[src/rtl/power3_pkg.sv]
// ----------------------------------------------------------------------------
// power3_pkg
// Shared types and constants for the power-of-3 sequencer.
//   state_e : sequencer FSM states
//   GuardW  : extra high-order bits kept by the checker when it computes prev*3
// ----------------------------------------------------------------------------
package power3_pkg;

    typedef enum logic [2:0] {
        StIdle,
        StClear,
        StRun,
        StDrain,
        StFin
    } state_e;

    // 3*prev can never need more than two extra bits.
    localparam int unsigned GuardW = 2;

endpackage

[src/rtl/power3_checker.sv]
// ----------------------------------------------------------------------------
// power3_checker
// Combinational check of one captured generator term against the previous one.
// Ports:
//   prev_i     : previously captured term
//   gen_data_i : term about to be captured
//   first_i    : high when the term is index 0 (must equal 1)
//   ovf_hit_o  : prev*3 does not fit in data_size bits (never for index 0)
//   mis_hit_o  : gen_data differs from the expected value
// ----------------------------------------------------------------------------
module power3_checker
    import power3_pkg::*;
#(
    parameter int unsigned data_size = 32
) (
    input  logic [data_size-1:0] prev_i,
    input  logic [data_size-1:0] gen_data_i,
    input  logic                 first_i,
    output logic                 ovf_hit_o,
    output logic                 mis_hit_o
);

    logic [data_size+GuardW-1:0] p3;

    always_comb begin
        p3 = {{GuardW{1'b0}}, prev_i} * (data_size + GuardW)'(3);
        ovf_hit_o = !first_i && (p3[data_size+GuardW-1:data_size] != '0);
        if (first_i) begin
            mis_hit_o = (gen_data_i != data_size'(1));
        end else begin
            mis_hit_o = (gen_data_i != p3[data_size-1:0]);
        end
    end

endmodule

[src/rtl/power3_sequencer.sv]
// ----------------------------------------------------------------------------
// power3_sequencer
// Runs the power-of-3 generator for one run of N terms and streams each term
// to a consumer through a one-entry valid/ready output register.
// Ports:
//   clk, rst              : clock, asynchronous active-high reset
//   start, count          : run request and number of terms (sampled in idle)
//   abort                 : terminate the current run
//   busy, done            : not idle / one-cycle end-of-run pulse
//   gen_rst, gen_enable   : generator clear / advance
//   gen_data              : generator output
//   out_data, out_index   : captured term and its exponent
//   out_valid, out_ready  : output handshake
//   overflow, mismatch    : sticky checker flags, cleared by an accepted start
// ----------------------------------------------------------------------------
module power3_sequencer
    import power3_pkg::*;
#(
    parameter int unsigned data_size = 32,
    parameter int unsigned CNT_W     = 8
) (
    input  logic                 clk,
    input  logic                 rst,
    input  logic                 start,
    input  logic [CNT_W-1:0]     count,
    input  logic                 abort,
    output logic                 busy,
    output logic                 done,
    output logic                 gen_rst,
    output logic                 gen_enable,
    input  logic [data_size-1:0] gen_data,
    output logic [data_size-1:0] out_data,
    output logic [CNT_W-1:0]     out_index,
    output logic                 out_valid,
    input  logic                 out_ready,
    output logic                 overflow,
    output logic                 mismatch
);

    state_e                 state_q, state_d;
    logic [CNT_W-1:0]       count_q, count_d;
    logic [CNT_W-1:0]       issued_q, issued_d;
    logic [CNT_W-1:0]       out_index_q, out_index_d;
    logic [data_size-1:0]   out_data_q, out_data_d;
    logic                   out_valid_q, out_valid_d;
    logic                   overflow_q, overflow_d;
    logic                   mismatch_q, mismatch_d;
    logic                   gen_rst_q, gen_rst_d;
    logic                   capture;
    logic                   ovf_hit, mis_hit;

    power3_checker #(
        .data_size (data_size)
    ) u_checker (
        .prev_i     (out_data_q),
        .gen_data_i (gen_data),
        .first_i    (issued_q == '0),
        .ovf_hit_o  (ovf_hit),
        .mis_hit_o  (mis_hit)
    );

    always_comb begin
        state_d     = state_q;
        count_d     = count_q;
        issued_d    = issued_q;
        out_index_d = out_index_q;
        out_data_d  = out_data_q;
        out_valid_d = out_valid_q;
        overflow_d  = overflow_q;
        mismatch_d  = mismatch_q;
        capture     = 1'b0;
        gen_enable  = 1'b0;

        unique case (state_q)
            StIdle: begin
                if (start) begin
                    if (count != '0) begin
                        state_d    = StClear;
                        count_d    = count;
                        issued_d   = '0;
                        overflow_d = 1'b0;
                        mismatch_d = 1'b0;
                    end else begin
                        state_d = StFin;
                    end
                end
            end
            StClear: begin
                state_d = abort ? StFin : StRun;
            end
            StRun: begin
                if (abort) begin
                    // Abort wins over a capture in the same cycle.
                    state_d     = StFin;
                    out_valid_d = 1'b0;
                end else begin
                    // The register is free when empty or being drained this edge.
                    capture    = !out_valid_q || out_ready;
                    gen_enable = capture;
                    if (capture) begin
                        out_data_d  = gen_data;
                        out_index_d = issued_q;
                        out_valid_d = 1'b1;
                        issued_d    = issued_q + 1'b1;
                        if (ovf_hit) overflow_d = 1'b1;
                        if (mis_hit) mismatch_d = 1'b1;
                        if (issued_q == count_q - 1'b1) state_d = StDrain;
                    end
                end
            end
            StDrain: begin
                if (abort || out_ready) begin
                    state_d     = StFin;
                    out_valid_d = 1'b0;
                end
            end
            StFin: begin
                state_d = StIdle;
            end
            default: begin
                state_d = StIdle;
            end
        endcase

        // Registered so that it is high for exactly the one CLEAR cycle.
        gen_rst_d = (state_d == StClear);
    end

    always_ff @(posedge clk or posedge rst) begin
        if (rst) begin
            state_q     <= StIdle;
            count_q     <= '0;
            issued_q    <= '0;
            out_index_q <= '0;
            out_data_q  <= '0;
            out_valid_q <= 1'b0;
            overflow_q  <= 1'b0;
            mismatch_q  <= 1'b0;
            gen_rst_q   <= 1'b1;
        end else begin
            state_q     <= state_d;
            count_q     <= count_d;
            issued_q    <= issued_d;
            out_index_q <= out_index_d;
            out_data_q  <= out_data_d;
            out_valid_q <= out_valid_d;
            overflow_q  <= overflow_d;
            mismatch_q  <= mismatch_d;
            gen_rst_q   <= gen_rst_d;
        end
    end

    assign busy      = (state_q != StIdle);
    assign done      = (state_q == StFin);
    assign gen_rst   = gen_rst_q;
    assign out_data  = out_data_q;
    assign out_index = out_index_q;
    assign out_valid = out_valid_q;
    assign overflow  = overflow_q;
    assign mismatch  = mismatch_q;

endmodule

[config.mk]
export PLATFORM = sky130hd
export DESIGN_NAME = power3_sequencer
export DESIGN_NICKNAME = d
export VERILOG_FILES = /design/src/rtl/power3_pkg.sv /design/src/rtl/power3_checker.sv /design/src/rtl/power3_sequencer.sv
export SDC_FILE = /design/constraint.sdc
export NUM_CORES = 1
export LEC_CHECK = 0
export BUFFER_PORTS_ARGS = -buffer_cell sky130_fd_sc_hd__buf_2
export CORE_UTILIZATION = 23
export CTS_BUF_LIST = sky130_fd_sc_hd__clkbuf_8
export DETAILED_ROUTE_END_ITERATION = 7
export SYNTH_ARGS = -nofsm -noshare
export SYNTH_HDL_FRONTEND = slang
export SYNTH_SLANG_ARGS = --single-unit
export TNS_END_PERCENT = 1
[constraint.sdc]
create_clock -name clk -period 3.8 [get_ports clk]
set_input_delay 0 -clock clk [delete_from_list [all_inputs] [get_ports clk]]
set_output_delay 0 -clock clk [all_outputs]
set_load 0.01 [all_outputs]
==> summary.txt, run 1 <==
Route
  – Antenna viol nets, final: 0
  – Initial DRC count: 375
  – Remaining DRCs: 0
  – Via count: approximately 5400
  – Vias per inst: 4.76
  – Avg WL per Cell: 14.9 um
  – Final Routed Wirelength: 16.8 mm
  – 1st-pass router iterations: 5

Clocking
  – Clk slew on worst S/H paths: roughly 80 ps
  – H-tree depth: 3
  – Hold buffer count at cts: 44
  – Clk_lat worst skew: 370 ps
  – Post-CTS setup buffers: 0
  – Root buf cell: clkbuf_8
  – Max clock buf depth: 2
  – Clock sinks: between 60 and 70
  – Post_cts resized: 0
  – TritonCTS clock tree: yes
  – Cts bufs inserted: 9

Pwr
  – Clock share of power: between 10% and 20%
  – Seq pwr share: between 20% and 30%
  – Comb power frac: around 66%
  – Peak VDD IR: about 0.26 mV
  – Pwr Density: 829 nW/um^2
  – Net Sw Power: 2.82 mW
  – Cell-internal power: 2.88 mW
  – LEAKAGE: 3.24 nW
  – Switching Share: 49.5%
  – Pwr Total: 5.70 mW

STA
  – Period minus WS final: 3460 ps
  – Final setup fails: 0
  – Period Utilization, post-route: around nine tenths
  – Final hold viol count: 0
  – Worst slew pin tran: 820 ps
  – Worst slew margin: between 40% and 50%
  – Max Fclk: 289 MHz
  – Setup TNS Final: 0 ps
  – Final hold slack: 31.8 ps
  – RSZ-0062 raised after global routing: false
  – Final Skew: 10.5 ps
  – Final slew viol count: 0

Die
  – Core area: 22900 sq um
  – Die area: ~24000 sq um
  – Die X: ~160 um
  – Initial Utilization: 23.7%
  – DIE HEIGHT: approximately 160 um
  – FP Rows: 55
  – Top-Level Pins: 92

Global routing
  – Initial antenna violation count: 0
  – Total grt overflow: 0
  – Vias in the first global route: 5229
  – Largest net degree at the start of global routing: 48
  – First-pass GRT wire length: roughly 27 mm
  – Total global-route track usage: 14.2%

Yosys
  – Post-synth EDFFs: 0
  – Largest area contributor in the netlist: dfrtp_1
  – Largest cells by area after synthesis: dfrtp_1 (29%), nand2_1 (11%), ha_1 (8.3%)
  – Count leader, synth: nand2_1
  – Mean post-synth cell area: ~7.9 sq um
  – Post-Syn Nets: 770
  – Mapped Cells: 688
  – Sequential-to-total area share from yosys stat: 29.1%
  – Top cell type's share of synthesized area: 28.6%
  – Cell Area, Synth: 5430 sq um
  – Async SR Flop Fraction: 100%
  – Post-synth top cells: nand2_1 (158), dfrtp_1 (62), nor2_1 (50)
  – Ys Warns: 0
  – Synth unique cells: 76
  – Synth Register Bits: 63
  – Synth Flop Type: dfrtp_1

Worst setup path
  – R2R setup slack: 340 ps
  – CP Class: reg2reg
  – CP required: 4060 ps
  – CP arrival: around 3700 ps
  – CP max FO: 6
  – CP startpoint kind: register
  – Crit end category: register

Placement
  – Port bufs: slightly above 90
  – Placed Cells: 1069
  – Placer Congestion: between 0.8 and 0.9
  – DP HPWL: ~13 mm

Job
  – Number of max-cap violations: 0

Layout
  – Antenna diodes: 0
  – Nets: 893
  – Share of post-route cells with drive strength above 1: 17.4%
  – Post-route insts no fill: 1129
  – Area grow syn2layout: 26.6%

Hold path
  – Worst min-delay path category: in2reg

Outcome
  – Status: finished clean
## final timing paths
path / startpoint / end / depth (start not counted)
worst max register to register: out_data[0] / mismatch / 13
worst max-delay path: out_data[0] / mismatch / 13
worst min-delay path: abort / state_q[2] / 3
max in group asynchronous: rst / out_data[6] / 4
worst min register to register: out_index[7] / out_index[7] / 2
min in group asynchronous: rst / out_data[27] / 3
## worst max-delay path, stage by stage, from the launching register on
cell	delay, ps
dfrtp_1	400
ha_1	230
inv_1	70
fa_1	400
nand2b_1	190
a21oi_2	260
nor2_1	100
mux2_2	280
a2111oi_2	340
o211a_1	200
nand4_1	90
a2111o_1	310
a2111oi_2	350
a31oi_1	120
## flip-flops by register name, indices dropped and copies added, names as in the netlist
signal and flops:
out_data 32, count_q 8, issued_q 8, out_index 8
state_q 3, gen_rst 1, mismatch 1, out_valid 1
overflow 1
## placed cells by master, fill, tap and decap left out, drive strengths merged, types with 7 or more instances in the layout
cell type / Yosys / layout
a31oi: 11 / 11
xor2: 25 / 25
clkbuf: 19 / 9
nor3: 16 / 16
a21oi: 38 / 38
xnor2: 30 / 30
ha: 36 / 36
buf: 9 / 96
nand4: 7 / 7
mux2: 8 / 8
o21ai: 42 / 42
dfrtp: 62 / 62
inv: 23 / 26
dlygate4sd3: 0 / 44
and3: 12 / 12
nand2: 160 / 160
nand3: 16 / 16
o21a: 8 / 8
a21o: 12 / 12
nor2: 50 / 50
## metrics by stage
stage               cell area (sq um)  worst slack [ps]  utilization, %
finish                           6870               342            30.0
global route                     6870              12.1            30.0
CTS                              6870               310            30.0
detailed placement               6190               329            27.0
global placement                 6190               402            27.0
floorplan                        5430               544               -
## layout make-up
cell class,instances,area [sq um]
inverters,23,86.3
clock inverters,7,114
flip-flops and latches,63,1580
multi-input cells,574,3640
repair buffers,140,933
fillers,2492,16000
clock buffers,9,124
well taps,313,392
## routing by layer
metal / routed length (um) / share of wire, % / track usage, % / vias up
met5: 0 / 0 / 0 / -
met3: 870 / 5.2 / 3.19 / 15
li1: - / - / - / 2681
met4: 223 / 1.3 / 3.97 / 0
met1: 7880 / 47 / 18.1 / 2555
met2: 7810 / 47 / 23.8 / 119
## power groups by stage
stage	Clock (mW)	Sequential (mW)	Combinational, mW
global route	0.796	1.24	4.19
finish	0.745	1.19	3.76
detailed placement	0	1.22	3.68
floorplan	0	1.22	2.74
CTS	0.766	1.20	3.75
global placement	0	1.20	3.65
## logic make-up after synthesis
kind of cell | synth area share (%)
multiplexers | 2.21
XOR/XNOR | 9.02
AND/OR/NAND/NOR | 26.0
adder cells (fa/ha/maj) | 8.67
flip-flops | 29.1
buffers and inverters | 3.97
AO/OA/AOI/OAI | 21.1
Power figures use the tool's default switching activity.
==> inputs of run 2 (changes only) <==
CORE_MARGIN = 2   (was not set)
SLEW_MARGIN = 30   (was not set)
SYNTH_HIERARCHICAL = 1   (was not set)
==> summary.txt, run 2 <==
Clocking
  – Clock sinks: 63
  – H-tree depth: 3
  – TritonCTS clock tree: yes
  – Max clock buf depth: 2
  – Cts bufs inserted: 9
  – Root buf cell: clkbuf_8
  – Clk_lat worst skew: 380 ps
  – Clk slew on worst S/H paths: 90 ps

Die
  – DIE HEIGHT: 156 um
  – Core area: 22600 sq um
  – FP Rows: 55
  – Die X: 156 um
  – Top-Level Pins: 92
  – Die area: approximately 24000 sq um
  – Initial Utilization: 23.4%

Layout
  – FILL cells: 2394
  – Area occupied by multi-input gates: roughly 3600 sq um
  – Fin util: 30.3%
  – Register area: 1580 sq um
  – Commonest non-fill, non-tap cell in the layout: buf_2
  – Final Cell Area: 6870 sq um
  – Antenna diodes: 0
  – Max FFs per register: 32
  – Most frequent cells in the layout: buf_2 (91), dfrtp_1 (61), nand2_1 (60)
  – Area grow syn2layout: 29.5%
  – Nets: 825
  – Share of post-route cells with drive strength above 1: about 27%

Yosys
  – Largest area contributor in the netlist: dfrtp_1
  – Synth Flop Type: dfrtp_1
  – Synth unique cells: 76
  – Async SR Flop Fraction: between 90% and 100%
  – Synth Register Bits: 63
  – Post-synth top cells: dfrtp_1 (62), nand2_1 (60), a21oi_1 (41), mux2_2 (41), ha_1 (36)
  – Mean post-synth cell area: 8.92 sq um
  – Post-Syn Nets: 677
  – Post-synth EDFFs: 0
  – Sequential-to-total area share from yosys stat: 29.7%
  – Ys Warns: 6
  – Top cell type's share of synthesized area: 29.2%
  – Mapped Cells: 595
  – Cell Area, Synth: 5310 sq um
  – Count leader, synth: dfrtp_1
  – Largest cells by area after synthesis: dfrtp_1 (29%), mux2_2 (8.7%), ha_1 (8.5%)

STA
  – Final setup margin: 211 ps
  – Period Utilization, post-route: 94.5%
  – Worst slew margin: 47.6%
  – Final setup fails: 0
  – Worst slew pin tran: 787 ps
  – Final Skew: 18.3 ps
  – Period minus WS final: 3590 ps
  – Max Fclk: between 200 and 300 MHz
  – Setup TNS Final: 0 ps
  – Final slew viol count: 0
  – Final hold viol count: 0

Placement
  – DP HPWL: 12.8 mm
  – Placer Congestion: 0.882
  – DP Worst Slack: 63.6 ps
  – Port bufs: 91
  – DP Area: 6160 sq um

Route
  – Remaining DRCs: 0
  – Initial DRC count: about 230
  – Avg WL per Cell: 16.1 um
  – Antenna viol nets, final: 0
  – Vias per inst: ~5
  – 1st-pass router iterations: 5
  – Via count: 5112
  – Final Routed Wirelength: about 17 mm

Pwr
  – Pwr Density: roughly 900 nW/um^2
  – Peak VDD IR: between 0.3 and 0.4 mV
  – Clock share of power: about 8.6%
  – Cell-internal power: 3.11 mW
  – Comb power frac: slightly above 70%
  – Switching Share: 50.7%
  – LEAKAGE: roughly 3 nW
  – Net Sw Power: 3.19 mW
  – Pwr Total: about 6.3 mW
  – Seq pwr share: 19.5%

Global routing
  – Largest net degree at the start of global routing: 43
  – Total grt overflow: 0
  – Total global-route track usage: 13.8%
  – Vias in the first global route: 4998
  – Initial antenna violation count: 0
  – First-pass GRT wire length: 26.5 mm

Worst setup path
  – CP Class: reg2reg
  – Crit end category: register
  – CP max FO: 5
  – Worst Setup SP: out_data[1]
  – R2R setup slack: 210 ps
  – CP required: 4080 ps
  – CP startpoint kind: register
  – CP arrival: 3870 ps
  – Reg2reg start: out_data[1]

Hold path
  – Worst Hold Launch: out_ready
  – Worst min-delay path category: in2reg

Outcome
  – Status: finished clean

Job
  – Number of max-cap violations: 0
-- run 2: changes by cell type in the layout (fill, tap and decap cells not counted), sizes merged, moves of 8 or more --
cell / change
buf: +15
a21oi: +8
nor2: -15
nand2: -99
mux2: +33
a21o: -8
clkinv: +8
-- run 2: critical path, stage by stage (launching register included) --
cell and delay (ps):
dfrtp_2 410, ha_4 150, inv_1 50, fa_1 380, nand2b_1 170, a21o_1 200
a211o_1 310, a21oi_4 200, nor2b_2 90, o31a_1 320, xnor2_2 250, mux2i_1 210
a32oi_1 130, a221oi_2 290, nand4_1 120, a22o_1 210
-- run 2: routing by layer --
layer / track usage (%) / routed length, um / up-vias
li1: - / - / 2500
met1: 17.2 / 7320 / 2427
met2: 23.6 / 8040 / 159
met3: 3.33 / 993 / 26
met4: 3.93 / 299 / 0
met5: 0 / 0 / -
-- run 2: worst paths after layout --
| path | endpoint | cells after the start |
|---|---|---|
| setup / recovery | mismatch | 15 |
| hold / removal | out_valid | 4 |
| setup reg to reg | mismatch | 15 |
| hold reg to reg | out_index[7] | 1 |
| max in group asynchronous | out_data[1] | 4 |
| min in group asynchronous | state_q[1] | 3 |
-- run 2: power by group through the flow --
stage | Clock, mW | Combinational (mW) | Sequential (mW)
floorplan | 0 | 3.14 | 1.27
global placement | 0 | 4.31 | 1.24
detailed placement | 0 | 4.33 | 1.24
CTS | 0.576 | 4.41 | 1.23
global route | 0.598 | 4.99 | 1.28
finish | 0.541 | 4.53 | 1.23
-- run 2: cell type report --
class,instances,share of cell area [%]
inverters,28,1.55
clock inverters,7,0.729
repair buffers,156,15.4
well taps,285,5.19
multi-input cells,485,52.4
clock buffers,9,1.80
flip-flops and latches,63,23.0
-- run 2: logic make-up (layout without fill, tap and decap cells) --
kind of cell / count (synthesis) / after routing / synth area share (%)
xor gates and xnor gates: 47 / 47 / 8.04
DFF: 63 / 63 / 29.7
muxes: 48 / 48 / 10.0
AOI/OAI and AO/OA: 160 / 160 / 20.8
and+or+nand+nor: 193 / 193 / 19.0
adders and majority gates: 37 / 37 / 8.87
buffers and inverters: 47 / 200 / 3.49
-- run 2: through the flow --
step / hold WS [ps] / instances
global route: 68.3 / 1033
floorplan: 77.8 / 595
CTS: 18.4 / 1028
finish: 45.4 / 1033
global placement: 209 / 967
detailed placement: 212 / 967
-- run 2: repair_timing --
action / CTS / global route
endpoints found under the setup margin: 0 / 1
setup buffers: 0 / 5
resized for setup: 0 / 11
hold buffers: 45 / 0
hold endpoints to repair: 83 / 0
